### src/rtl/seg7_scan_driver.sv
// seg7_scan_driver
// Multiplexed driver for a 4-digit common-anode seven-segment display.
// Each digit slot is an all-off blanking gap followed by the lit digit.
// Bus writes land in a pending buffer. The pending buffer is copied into the
// display buffer only when digit 0 starts, so one frame never mixes two values.
// All pin drives are registered and change on the same edge as the scan state.

module seg7_scan_driver #(
  parameter int SCAN_DIV  = 50000, // cycles a digit is lit, >= 2
  parameter int BLANK_CYC = 16     // cycles of all-off before each digit, >= 1
) (
  input  logic        clk_100mhz,
  input  logic        rst,         // synchronous, active-low
  input  logic        wr,
  input  logic [15:0] wr_value,
  input  logic [3:0]  wr_dp,
  input  logic [3:0]  wr_blank,
  output logic [7:0]  seg,
  output logic [3:0]  an,
  output logic        frame_tick
);

  // One counter serves both phases, so it is sized for the longer phase.
  localparam int CNT_MAX = (SCAN_DIV > BLANK_CYC) ? SCAN_DIV : BLANK_CYC;
  localparam int CNT_W   = (CNT_MAX > 1) ? $clog2(CNT_MAX) : 1;

  localparam logic [CNT_W-1:0] BLANK_LAST = CNT_W'(BLANK_CYC - 1);
  localparam logic [CNT_W-1:0] SHOW_LAST  = CNT_W'(SCAN_DIV - 1);

  // Scan phases
  localparam logic [0:0] ST_BLANK = 1'b0;
  localparam logic [0:0] ST_SHOW  = 1'b1;

  // Scan sequencer
  logic [0:0]       state_q, state_d;
  logic [CNT_W-1:0] cnt_q,   cnt_d;
  logic [1:0]       idx_q,   idx_d;

  // Bus-side pending buffer
  logic [15:0] pend_value_q, pend_value_d;
  logic [3:0]  pend_dp_q,    pend_dp_d;
  logic [3:0]  pend_blank_q, pend_blank_d;

  // Frame-stable display buffer
  logic [15:0] disp_value_q, disp_value_d;
  logic [3:0]  disp_dp_q,    disp_dp_d;
  logic [3:0]  disp_blank_q, disp_blank_d;

  // Registered pin drives
  logic [7:0] seg_q,  seg_d;
  logic [3:0] an_q,   an_d;
  logic       tick_q, tick_d;

  // Per-digit drive patterns, decoded from the buffer that will be in effect
  // after the coming edge
  logic [7:0] digit_seg [4];
  logic [3:0] digit_an  [4];
  logic       digit_lit [4];

  // Hex to active-low segments, bit order {g,f,e,d,c,b,a}
  function automatic logic [6:0] hex7(input logic [3:0] nib);
    logic [6:0] s;
    case (nib)
      4'h0: s = 7'h40;
      4'h1: s = 7'h79;
      4'h2: s = 7'h24;
      4'h3: s = 7'h30;
      4'h4: s = 7'h19;
      4'h5: s = 7'h12;
      4'h6: s = 7'h02;
      4'h7: s = 7'h78;
      4'h8: s = 7'h00;
      4'h9: s = 7'h10;
      4'hA: s = 7'h08;
      4'hB: s = 7'h03;
      4'hC: s = 7'h46;
      4'hD: s = 7'h21;
      4'hE: s = 7'h06;
      default: s = 7'h0E;
    endcase
    return s;
  endfunction

  // Decode each digit position once; the output mux just picks one
  for (genvar gi = 0; gi < 4; gi++) begin : g_digit
    assign digit_seg[gi] = {~disp_dp_d[gi], hex7(disp_value_d[gi*4 +: 4])};
    assign digit_an[gi]  = ~(4'b0001 << gi);
    assign digit_lit[gi] = ~disp_blank_d[gi];
  end

  // Phase sequencing, write capture and frame-start reload of the display buffer
  always_comb begin
    state_d      = state_q;
    cnt_d        = cnt_q;
    idx_d        = idx_q;
    tick_d       = 1'b0;

    pend_value_d = pend_value_q;
    pend_dp_d    = pend_dp_q;
    pend_blank_d = pend_blank_q;
    if (wr) begin
      pend_value_d = wr_value;
      pend_dp_d    = wr_dp;
      pend_blank_d = wr_blank;
    end

    disp_value_d = disp_value_q;
    disp_dp_d    = disp_dp_q;
    disp_blank_d = disp_blank_q;

    case (state_q)
      ST_BLANK: begin
        if (cnt_q == BLANK_LAST) begin
          state_d = ST_SHOW;
          cnt_d   = '0;
          if (idx_q == 2'd0) begin
            // Frame start: a write on this very edge goes straight through,
            // otherwise the last write seen since the previous frame is used.
            tick_d       = 1'b1;
            disp_value_d = pend_value_d;
            disp_dp_d    = pend_dp_d;
            disp_blank_d = pend_blank_d;
          end
        end else begin
          cnt_d = cnt_q + CNT_W'(1);
        end
      end
      default: begin
        if (cnt_q == SHOW_LAST) begin
          state_d = ST_BLANK;
          cnt_d   = '0;
          idx_d   = idx_q + 2'd1;
        end else begin
          cnt_d = cnt_q + CNT_W'(1);
        end
      end
    endcase
  end

  // Pin drive for the state being entered, so the pins switch with the state
  always_comb begin
    an_d  = 4'hF;
    seg_d = 8'hFF;
    if (state_d == ST_SHOW && digit_lit[idx_d]) begin
      an_d  = digit_an[idx_d];
      seg_d = digit_seg[idx_d];
    end
  end

  // Scan sequencer registers; reset restarts in blanking at digit 0
  always_ff @(posedge clk_100mhz) begin
    if (!rst) begin
      state_q <= ST_BLANK;
      cnt_q   <= '0;
      idx_q   <= 2'd0;
    end else begin
      state_q <= state_d;
      cnt_q   <= cnt_d;
      idx_q   <= idx_d;
    end
  end

  // Pending and display buffers; both cleared by reset
  always_ff @(posedge clk_100mhz) begin
    if (!rst) begin
      pend_value_q <= '0;
      pend_dp_q    <= '0;
      pend_blank_q <= '0;
      disp_value_q <= '0;
      disp_dp_q    <= '0;
      disp_blank_q <= '0;
    end else begin
      pend_value_q <= pend_value_d;
      pend_dp_q    <= pend_dp_d;
      pend_blank_q <= pend_blank_d;
      disp_value_q <= disp_value_d;
      disp_dp_q    <= disp_dp_d;
      disp_blank_q <= disp_blank_d;
    end
  end

  // Output registers; display goes dark on the reset edge itself
  always_ff @(posedge clk_100mhz) begin
    if (!rst) begin
      an_q   <= 4'hF;
      seg_q  <= 8'hFF;
      tick_q <= 1'b0;
    end else begin
      an_q   <= an_d;
      seg_q  <= seg_d;
      tick_q <= tick_d;
    end
  end

  assign an         = an_q;
  assign seg        = seg_q;
  assign frame_tick = tick_q;

endmodule

### config.mk
export PLATFORM = sky130hd
export DESIGN_NAME = seg7_scan_driver
export DESIGN_NICKNAME = d
export VERILOG_FILES = /design/src/rtl/seg7_scan_driver.sv
export SDC_FILE = /design/constraint.sdc
export NUM_CORES = 1
export LEC_CHECK = 0
export CAP_MARGIN = 20
export CORE_UTILIZATION = 43
export CTS_CLUSTER_DIAMETER = 80
export DETAILED_ROUTE_END_ITERATION = 16
export PLACE_DENSITY = 0.64
export SYNTH_ARGS = -nofsm -noshare
export SYNTH_HDL_FRONTEND = slang
export SYNTH_SLANG_ARGS = --single-unit
export TNS_END_PERCENT = 1
### constraint.sdc
create_clock -name clk_100mhz -period 3.2 [get_ports clk_100mhz]
set_input_delay 0.48 -clock clk_100mhz [delete_from_list [all_inputs] [get_ports clk_100mhz]]
set_output_delay 0.48 -clock clk_100mhz [all_outputs]
set_load 0.01 [all_outputs]
# ---- Word level (Yosys, flattened, before mapping)
# Memories as Yosys holds them, arrays and structs flattened.
# Cells that the tools add are included.
dict set report op_classes {
  n_addsub 2
  magnitude_cmp 1
  n_eq_ne 2
  n_mux 30
  n_bitwise 11
  reduce_logical 4
}
# cell count
set op_table {}
lappend op_table {{2-to-1 mux 16 bit} 7}
lappend op_table {{2-to-1 mux 4 bit} 10}
lappend op_table {{adder 16 x 1 -> 16 bit, second input constant} 1}
lappend op_table {{binary-select mux 8 bit (select 2 bit)} 1}
lappend op_table {{equality test 16 bit, second input constant} 1}
lappend op_table {{equality test 16 x 4 -> 1 bit, second input constant} 1}
lappend op_table {{2-to-1 mux 8 bit} 2}
lappend op_table {{inverter 1 bit} 10}
lappend op_table {{binary-select mux 4 bit (select 2 bit)} 1}
lappend op_table {{2-to-1 mux 1 bit} 6}
lappend op_table {{2-to-1 mux 2 bit} 2}
lappend op_table {{>= comparator 3 bit, second input constant} 1}
lappend op_table {{inverter 2 -> 3 bit} 1}
lappend op_table {{OR reduction 3 bit} 1}
lappend op_table {{adder 2 x 1 -> 2 bit, second input constant} 1}
lappend op_table {{binary-select mux 1 bit (select 2 bit)} 1}
lappend op_table {{zero test 2 bit} 1}
lappend op_table {{AND reduction 2 bit} 1}
lappend op_table {{logical AND 1 bit} 1}
dict set report totals {
  register_bits 80
  mem_bits_ro 448
  in_bits 27
  output_inout_bits 13
  wordCells 66
  memories 4
}
# memory depth width rd rd_ports_with_merged_regs write_ports line
set mem_list {}
lappend mem_list {{(no name shown)} 16 7 1 0 0 63} ;# case (nib)
lappend mem_list {{(no name shown)} 16 7 1 0 0 63}
lappend mem_list {{(no name shown)} 16 7 1 0 0 63}
lappend mem_list {{(no name shown)} 16 7 1 0 0 63}

# ---- Depth between registers and ports, before layout
# Gate-level depths: netlist of run 1.
dict set report depth {
  depth_word 10
  ltp_mapped 17
  ltp_nobuf 14
}

# ---- Least setup slack after synthesis of run 1
# Ideal clock, no wire load.
dict set report synth_timing {
  path_type {flip-flop to flip-flop}
  from {reg idx_q[0]}
  to {reg seg_q[6], in the netlist seg[6]}
  setup_time_ns 0.134
  arrival_time_ns 3.240
  required_ns 3.066
  path_slack_ns -0.174
  stages_incl_launch_ff 16
  path_buffers 4
  period_less_slack_ns 3.374
  cell_sequence {dfxtp_1 clkinv_1 ha_1 nand2b_1 or4_4 buf_6 nor2_4 buf_4 buf_4 buf_2 mux2i_1 inv_1 ha_1 o2111a_1 a2111oi_4 nand4_1}
}
dict set report synth_between {
  elab_cells_between_ends 27
}
# element line
set synth_rtl {}
lappend synth_rtl {{start, declared} 37} ;# logic [1:0] idx_q, idx_d;
lappend synth_rtl {{start signal, assigned} 159} ;# idx_q <= idx_d;
lappend synth_rtl {{zero test 2 bit} 116} ;# if (idx_q == 2'd0) begin
lappend synth_rtl {{2-to-1 mux 16 bit} 116}
lappend synth_rtl {{2-to-1 mux 16 bit} 113} ;# if (cnt_q == BLANK_LAST) begin
lappend synth_rtl {{2-to-1 mux 16 bit} 111} ;# case (state_q)
lappend synth_rtl {{via disp_value_d[9]} 45} ;# logic [15:0] disp_value_q, disp_value_d;
lappend synth_rtl {{memory (16 x 7 bit)} --}
lappend synth_rtl {{binary-select mux 8 bit (select 2 bit)} 146} ;# seg_d = digit_seg[idx_d];
lappend synth_rtl {{2-to-1 mux 8 bit (implied by the code) (2 in series)} 146}
lappend synth_rtl {{end signal, assigned} 190} ;# seg_q <= seg_d;
lappend synth_rtl {{end, declared} 50} ;# logic [7:0] seg_q, seg_d;
# The timed path passes the listed nets, and every way through them passes these cells. The select of a mux whose other input is x is not followed.
# A chain may end at the register's enable or synchronous reset.

# ---- Final worst setup path of run 1
dict set report layout_timing {
  from {reg idx_q[1]}
  to {reg seg_q[6], in the netlist seg[6]}
}
# Same word-level chain as after synthesis.

==> results.md, run 1 <==
* Status: complete, no violations
* Most common cell after layout, fill and taps aside: nor2_1
* Pins Over Slew Limit at 0
* Hold Crit Class: flip-flop to flip-flop
* Min Hold Slack at 0.453 ns
* Fillers at approximately 1000
* Multi-input gate area at just under 0.003 mm²
* Setup violations, final at 0
* CP cell instances: inv_1 > ha_1 > nand2b_1 > or4_4 > nor2_4 > buf_12 > mux2i_4 > inv_1 > ha_1 > o2111a_1 > a2111oi_4 > nand4_1
* Root Buffer: clkbuf_8
* I/O Buffers at 39
* CTS tree: done
* Synthesis-stage register bit count at 80
* Initial Util at a little under half
* Drt initial violations at around 230
* Post-synth cell types at 68
* Commonest non-fill, non-tap cells in the layout: nor2_1, dfxtp_1, buf_4, clkdlybuf4s50_1, nand2_1
* Async SR Flop Fraction at 0%
* Via density at roughly 5.7
* Wirelength per Cell at ~16 µm
* Worst Setup Start Kind: flip-flop
* Main synth FF type: dfxtp_1
* Largest net degree at the start of global routing at 47
* Fin nets at 675
* Setup CP Type: flip-flop to flip-flop
* PD cells at between 300 and 400 mW/mm²
* Clk buf depth at 2
* Crit path max-delay family: simple AND/OR/NAND/NOR gates
* Post-synth EDFFs at 0
* GRT Total Usage at a little under a quarter
* Setup slack, reg-to-reg at about 0.13 ns
* Worst skew pair latency at 0.36 ns
* Die extent in x at 107 µm
* Syn. warnings at 0
* CP peak stage delay at about 0.5 ns
* Rel. slew slack at 55.2%
* Drt pass-1 iters at 5
* WP buf/inv at 3
* Vias at 4335
* Core footprint at 0.0105 mm²
* Post-synthesis net count at 608
* Max H-tree Level at 3
* Synthesized area at roughly 0.0047 mm²
* Worst-margin pin slew at 0.665 ns
* Final min period at 3.07 ns
* Final hold violations at 0
* Io pins at 40
* CP max-delay cell: or4_4
* Final worst path period share at between 90% and 100%
* Die area at around 0.011 mm²
* Clock Skew at 0.0135 ns
* DRC errors left at 0
* Worst EP arrival at about 3.3 ns
* First-pass GRT wire length at 20.4 mm
* Post-route ant nets at 0
* Mean area per synthesized cell at about 8.5 µm²
* Seq/Total Area, Yosys at approximately a third
* Initial antenna violation count at 0
* Critical Path RT at between 3 and 4 ns
* Cell Rows at 37
* Placer Congestion at about 0.93
* Detail Placement HPWL at around 9.4 mm
* Post-Syn Instances at 555
* # diodes at 0
* Max cap viols at 0
* Critical Path Sink Type: flip-flop
* Crit Path Max Fanout at 6
* Final Worst Setup Slack at approximately 0.13 ns
* Pre-CTS setup slack at 0.00896 ns
* Synth-to-Final Area Change at 21.4%
* Hold_buf cts at 0
* CTS Buf Count at 9
* Die Y at about 110 µm
* Overflow after GRT at 0
* Leakage power at approximately 2.3 nW
* Clk slew on worst S/H paths at approximately 0.090 ns
* Final wirelength at 12.5 mm
* Setup repair after global routing missed its margin: yes
* CTS Sinks at 80
* Layout cell share with drive strength beyond 1 at between 15 and 20%
* Fmax at 0.325 GHz
* Vias in the first global route at about 4200
* Setup_tns at 0 ns
* Register Area at about 0.0016 mm²
* Max VDD drop at 189 µV
## worst register-to-register path, cell delays in order, from the launching register on
cell and delay [ns]:
dfxtp_1 0.35, inv_1 0.10, ha_1 0.16, nand2b_1 0.10
or4_4 0.51, nor2_4 0.15, buf_12 0.14, mux2i_4 0.29
inv_1 0.12, ha_1 0.26, o2111a_1 0.30, a2111oi_4 0.32
nand4_1 0.13
## Yosys cell counts (all sizes together) (3+ instances only)
cell,count,share of area [%]
and3,11,1.5
mux2,11,2.7
a2111oi,7,1.7
mux2i,31,6.6
nand2,33,2.6
a21oi,27,2.9
nand4,11,1.5
nand2b,3,0.40
nor2,94,7.7
a22oi,4,0.64
and4,3,0.56
nor4b,3,0.56
a2bb2oi,5,0.93
a32oi,3,0.56
or3,6,0.90
nand3,11,1.2
clkbuf,15,1.2
ha,26,6.9
inv,24,1.9
or2,3,0.40
o211ai,5,0.90
nor3,20,2.5
and2,5,0.66
xor2,9,1.7
xnor2,13,2.4
o2111a,3,0.72
o21ai,17,2.0
buf,14,1.9
a31oi,6,0.80
a211oi,10,1.6
nor4,7,1.4
dfxtp,80,34
a311oi,5,1.1
## timing repair
| item | CTS | global route |
|---|---|---|
| setup buffers | 0 | 1 |
| resized for setup | 0 | 5 |
| setup endpoints to repair | 0 | 7 |
## state kept, by name, summed over array words and instances, names as in the netlist
register and flops:
state_q 1, disp_blank_q 4, disp_dp_q 4, idx_q 2, pend_blank_q 4, frame_tick 1
pend_dp_q 4, pend_value_q 16, disp_value_q 16, an 4, cnt_q 16, seg 8
## power by group
group / switching (W) / internal [W]
logic: 0.0000736 / 0.0000799
clock network: 0.000394 / 0.000309
registers: 0.00000687 / 0.00102
total: 0.000475 / 0.00140
## final timing paths
| kind | from | endpoint | depth (start not counted) |
|---|---|---|---|
| worst max-delay path | idx_q[1] | seg[6] | 12 |
| worst min-delay path | cnt_q[0] | cnt_q[0] | 1 |
| worst max register to register | idx_q[1] | seg[6] | 12 |
| worst min register to register | cnt_q[0] | cnt_q[0] | 1 |
## cell type report
cell class,count,area share (%)
well taps,136,2.97
clock buffers,11,2.47
clock inverters,5,0.699
repair buffers,85,13.3
multi-input cells,421,51.0
inverters,25,1.66
flip-flops and latches,80,28.0
## metrics by stage
stage | utilization, % | area [µm²] | instances | power [W]
finish | 54.8 | 5730 | 763 | 0.00188
global route | 54.8 | 5730 | 763 | 0.00196
CTS | 54.4 | 5690 | 762 | 0.00190
detailed placement | 52.6 | 5510 | 746 | 0.00120
global placement | 52.6 | 5510 | 746 | 0.00120
floorplan | - | 4750 | 555 | 0.00113
## cells by family (layout without fill, tap and decap cells)
family | after synthesis | after routing | share of synthesized area [%]
flip-flops | 80 | 80 | 33.9
AO/OA/AOI/OAI | 114 | 114 | 17.7
multiplexers | 42 | 42 | 9.28
adder cells (fa/ha/maj) | 26 | 26 | 6.89
buffers and inverters | 54 | 126 | 5.09
XOR/XNOR | 22 | 22 | 4.08
AND/OR/NAND/NOR | 217 | 217 | 23.1
## routing by layer
metal	vias to the layer above	track usage (%)	share of wire (%)
met1	2032	28.7	46
met3	25	3.77	5.3
met5	-	0	0
met4	0	10.5	2.7
li1	2142	-	-
met2	136	38.2	46
Power figures use the tool's default switching activity.
==> inputs of run 2 (changes only) <==
--- a/config.mk
+++ b/config.mk
@@ -5,6 +5,7 @@
 export SDC_FILE = /design/constraint.sdc
 export NUM_CORES = 1
 export LEC_CHECK = 0
+export ABC_AREA = 0
 export CAP_MARGIN = 20
 export CORE_UTILIZATION = 43
 export CTS_CLUSTER_DIAMETER = 80
==> results of run 2 <==
No change in the layout: final DEF, timing and power equal those of run 1.
==> inputs of run 3 (changes only) <==
--- a/config.mk
+++ b/config.mk
@@ -10,7 +10,7 @@
 export CORE_UTILIZATION = 43
 export CTS_CLUSTER_DIAMETER = 80
 export DETAILED_ROUTE_END_ITERATION = 16
-export PLACE_DENSITY = 0.64
+export PLACE_DENSITY = 0.61
 export SYNTH_ARGS = -nofsm -noshare
 export SYNTH_HDL_FRONTEND = slang
 export SYNTH_SLANG_ARGS = --single-unit
==> constraint.sdc (replaced) <==
create_clock -name clk_100mhz -period 3.3 [get_ports clk_100mhz]
set_input_delay 0.495 -clock clk_100mhz [delete_from_list [all_inputs] [get_ports clk_100mhz]]
set_output_delay 0.495 -clock clk_100mhz [all_outputs]
set_load 0.01 [all_outputs]
==> results.md, run 3 (synthesis results as in run 1) <==
* Setup slack, reg-to-reg at 0.07 ns (-0.05 ns)
* Worst Setup Start Kind: flip-flop
* Synth-to-Final Area Change at 22.7%
* Layout cell share with drive strength beyond 1 at 16.7% (+0.61 points)
* Final worst path period share at 97.8% (+1.7 points)
* Max VDD drop at 305 µV (+62%)
* CTS Buf Count at 9 (unchanged)
* Fmax at 0.310 GHz (-4.7%)
* Via density at 5.72 (+0.65%)
* Crit Path Max Fanout at 5 (-1)
* Die Y at 107 µm (unchanged)
* Worst-margin pin slew at 0.658 ns (-0.00704 ns)
* First-pass GRT wire length at 21.6 mm (+5.7%)
* Hold Crit Class: flip-flop to flip-flop
* Setup_tns at 0 ns (unchanged)
* Vias at 4369 (+0.78%)
* Final std cell area, no fill at 0.00579 mm² (+1.1%)
* Die area at 0.0114 mm² (unchanged)
* Drt pass-1 iters at 5 (unchanged)
* Setup repair after global routing missed its margin: yes
* Pins Over Slew Limit at 0 (unchanged)
* Final min period at 3.23 ns (+0.153 ns)
* Fillers at 1000 (-0.99%)
* Vias in the first global route at 4239 (+1.6%)
* Clk slew on worst S/H paths at 0.08 ns (about the same)
* Register Area at 0.00160 mm² (unchanged)
* Multi-input gate area at 0.00295 mm² (+0.90%)
* Commonest non-fill, non-tap cells in the layout: nor2_1, dfxtp_1, buf_4, clkdlybuf4s50_1, nand2_1
* Setup crit start: idx_q[1]
* PD cells at 339 mW/mm² (+3.3%)
* Top flop regs: cnt_q (16), disp_value_q (16), pend_value_q (16)
* DP Area at 0.00549 mm² (-0.39%)
* Root Buffer: clkbuf_8
* Critical Path RT at 3.53 ns (+0.11 ns)
* Fin nets at 676 (+0.15%)
* Setup CP Type: flip-flop to flip-flop
* DRC errors left at 0 (unchanged)
* Reg-to-Reg End: seg[0]
* Die extent in x at 107 µm (unchanged)
* CTS Sinks at 80 (unchanged)
* Initial antenna violation count at 0 (unchanged)
* I/O Buffers at 39 (unchanged)
* GRT Total Usage at 24.6% (+1.7 points)
* Worst R2R Path Depth at 13 (+1)
* Worst EP arrival at 3.46 ns (+0.16 ns)
* # diodes at 0 (unchanged)
* Placer Congestion at 0.952 (+2.5%)
* Max H-tree Level at 3 (unchanged)
* Detail Placement HPWL at 10.0 mm (+6.7%)
* Clk buf depth at 2 (unchanged)
* Cell Rows at 37 (unchanged)
* Design Power at 0.00196 W (+4.5%)
* Clock Skew at 0.00887 ns (-0.00461 ns)
* CTS tree: done
* Reg-to-reg startpoint: idx_q[1]
* Setup violations, final at 0 (unchanged)
* Capture point of the worst path: seg[0]
* Critical Path Sink Type: flip-flop
* Non-filler cells in the finished layout at 764 (+0.13%)
* Most common cell after layout, fill and taps aside: nor2_1
* Finished Core Util at 55.4% (+0.62 points)
* Post-route ant nets at 0 (unchanged)
* Initial Util at 45.1% (unchanged)
* Core footprint at 0.0105 mm² (unchanged)
* Placed Cells at 745 (-0.13%)
* Final wirelength at 13.2 mm (+5.6%)
* Largest net degree at the start of global routing at 31 (-34%)
* Leakage power at 2.30 nW (+1.8%)
* Worst skew pair latency at 0.37 ns (about the same)
* Max cap viols at 0 (unchanged)
* Wirelength per Cell at 17.3 µm (+5.4%)
* Final hold violations at 0 (unchanged)
* Overflow after GRT at 0 (unchanged)
* Io pins at 40 (unchanged)
* Drt initial violations at 266 (+15%)
* Status: complete, no violations
* Rel. slew slack at 55.0% (-0.26 points)
run 3: cell types whose count changed in the layout (fill, tap and decap cells not counted), moves of 2 or more:
cell	before	now
clkinvlp_4	3	0
a2111oi_1	2	4
bufinv_16	0	2
buf_4	44	46
a2111oi_0	4	2
clkinv_4	0	2
run 3: where the power goes:
group / internal, W / total [W] / switching (W)
clock: 0.000435 / 0.000825 / 0.000390
sequential: 0.000985 / 0.000992 / 0.00000702
combinational: 0.0000750 / 0.000147 / 0.0000721
total: 0.00149 / 0.00196 / 0.000469
run 3: final cells by class:
| type | count | share of cell area, % |
|---|---|---|
| multi-input combinational | 421 | 50.9 |
| clock buffer | 9 | 2.14 |
| tap | 136 | 2.94 |
| clock inverter | 7 | 1.77 |
| timing repair buffer | 86 | 13.0 |
| sequential | 80 | 27.6 |
| inverter | 25 | 1.62 |
run 3: how the worst min path moves through the flow:
stage / startpoint / end / slack (ns) / cells past startpoint
detailed placement: cnt_q[0] / cnt_q[0] / 0.44 / 1
global route: cnt_q[0] / cnt_q[0] / 0.49 / 1
finish: cnt_q[0] / cnt_q[0] / 0.45 / 1
CTS: cnt_q[0] / cnt_q[0] / 0.45 / 1
global placement: cnt_q[0] / cnt_q[0] / 0.43 / 1
floorplan: cnt_q[0] / cnt_q[0] / 0.42 / 1
run 3: repair_timing:
| item | CTS | global route |
|---|---|---|
| hold buffers | 0 | 0 |
| endpoints found under the setup margin | 0 | 6 |
| buffers inserted | 0 | 3 |
| gates resized for setup | 0 | 11 |
run 3: metrics by stage:
stage,hold slack [ns],worst slack [ns]
global placement,0.434,0.0421
CTS,0.452,0.00406
floorplan,0.418,0.0386
detailed placement,0.437,0.0136
finish,0.453,0.0732
global route,0.492,-0.0466
run 3: critical path, stage by stage (launching register included):
cell and delay [ns]:
dfxtp_1 0.36, inv_1 0.11, ha_1 0.19, nand2b_1 0.12, or4_4 0.53, nor2_4 0.16
buf_12 0.14, mux2i_4 0.26, inv_1 0.11, ha_1 0.24, and4b_1 0.22, o31ai_2 0.32
o221a_2 0.24, nand4_1 0.09
run 3: routing by layer:
layer / routed length [µm] / vias up / track usage (%) / part of all wire, %
met3: 658 / 24 / 5.05 / 5.0
met2: 6280 / 116 / 41.3 / 47
met4: 357 / 0 / 9.59 / 2.7
met1: 5940 / 2097 / 30.8 / 45
li1: - / 2132 / - / -
met5: 0 / - / 0 / 0
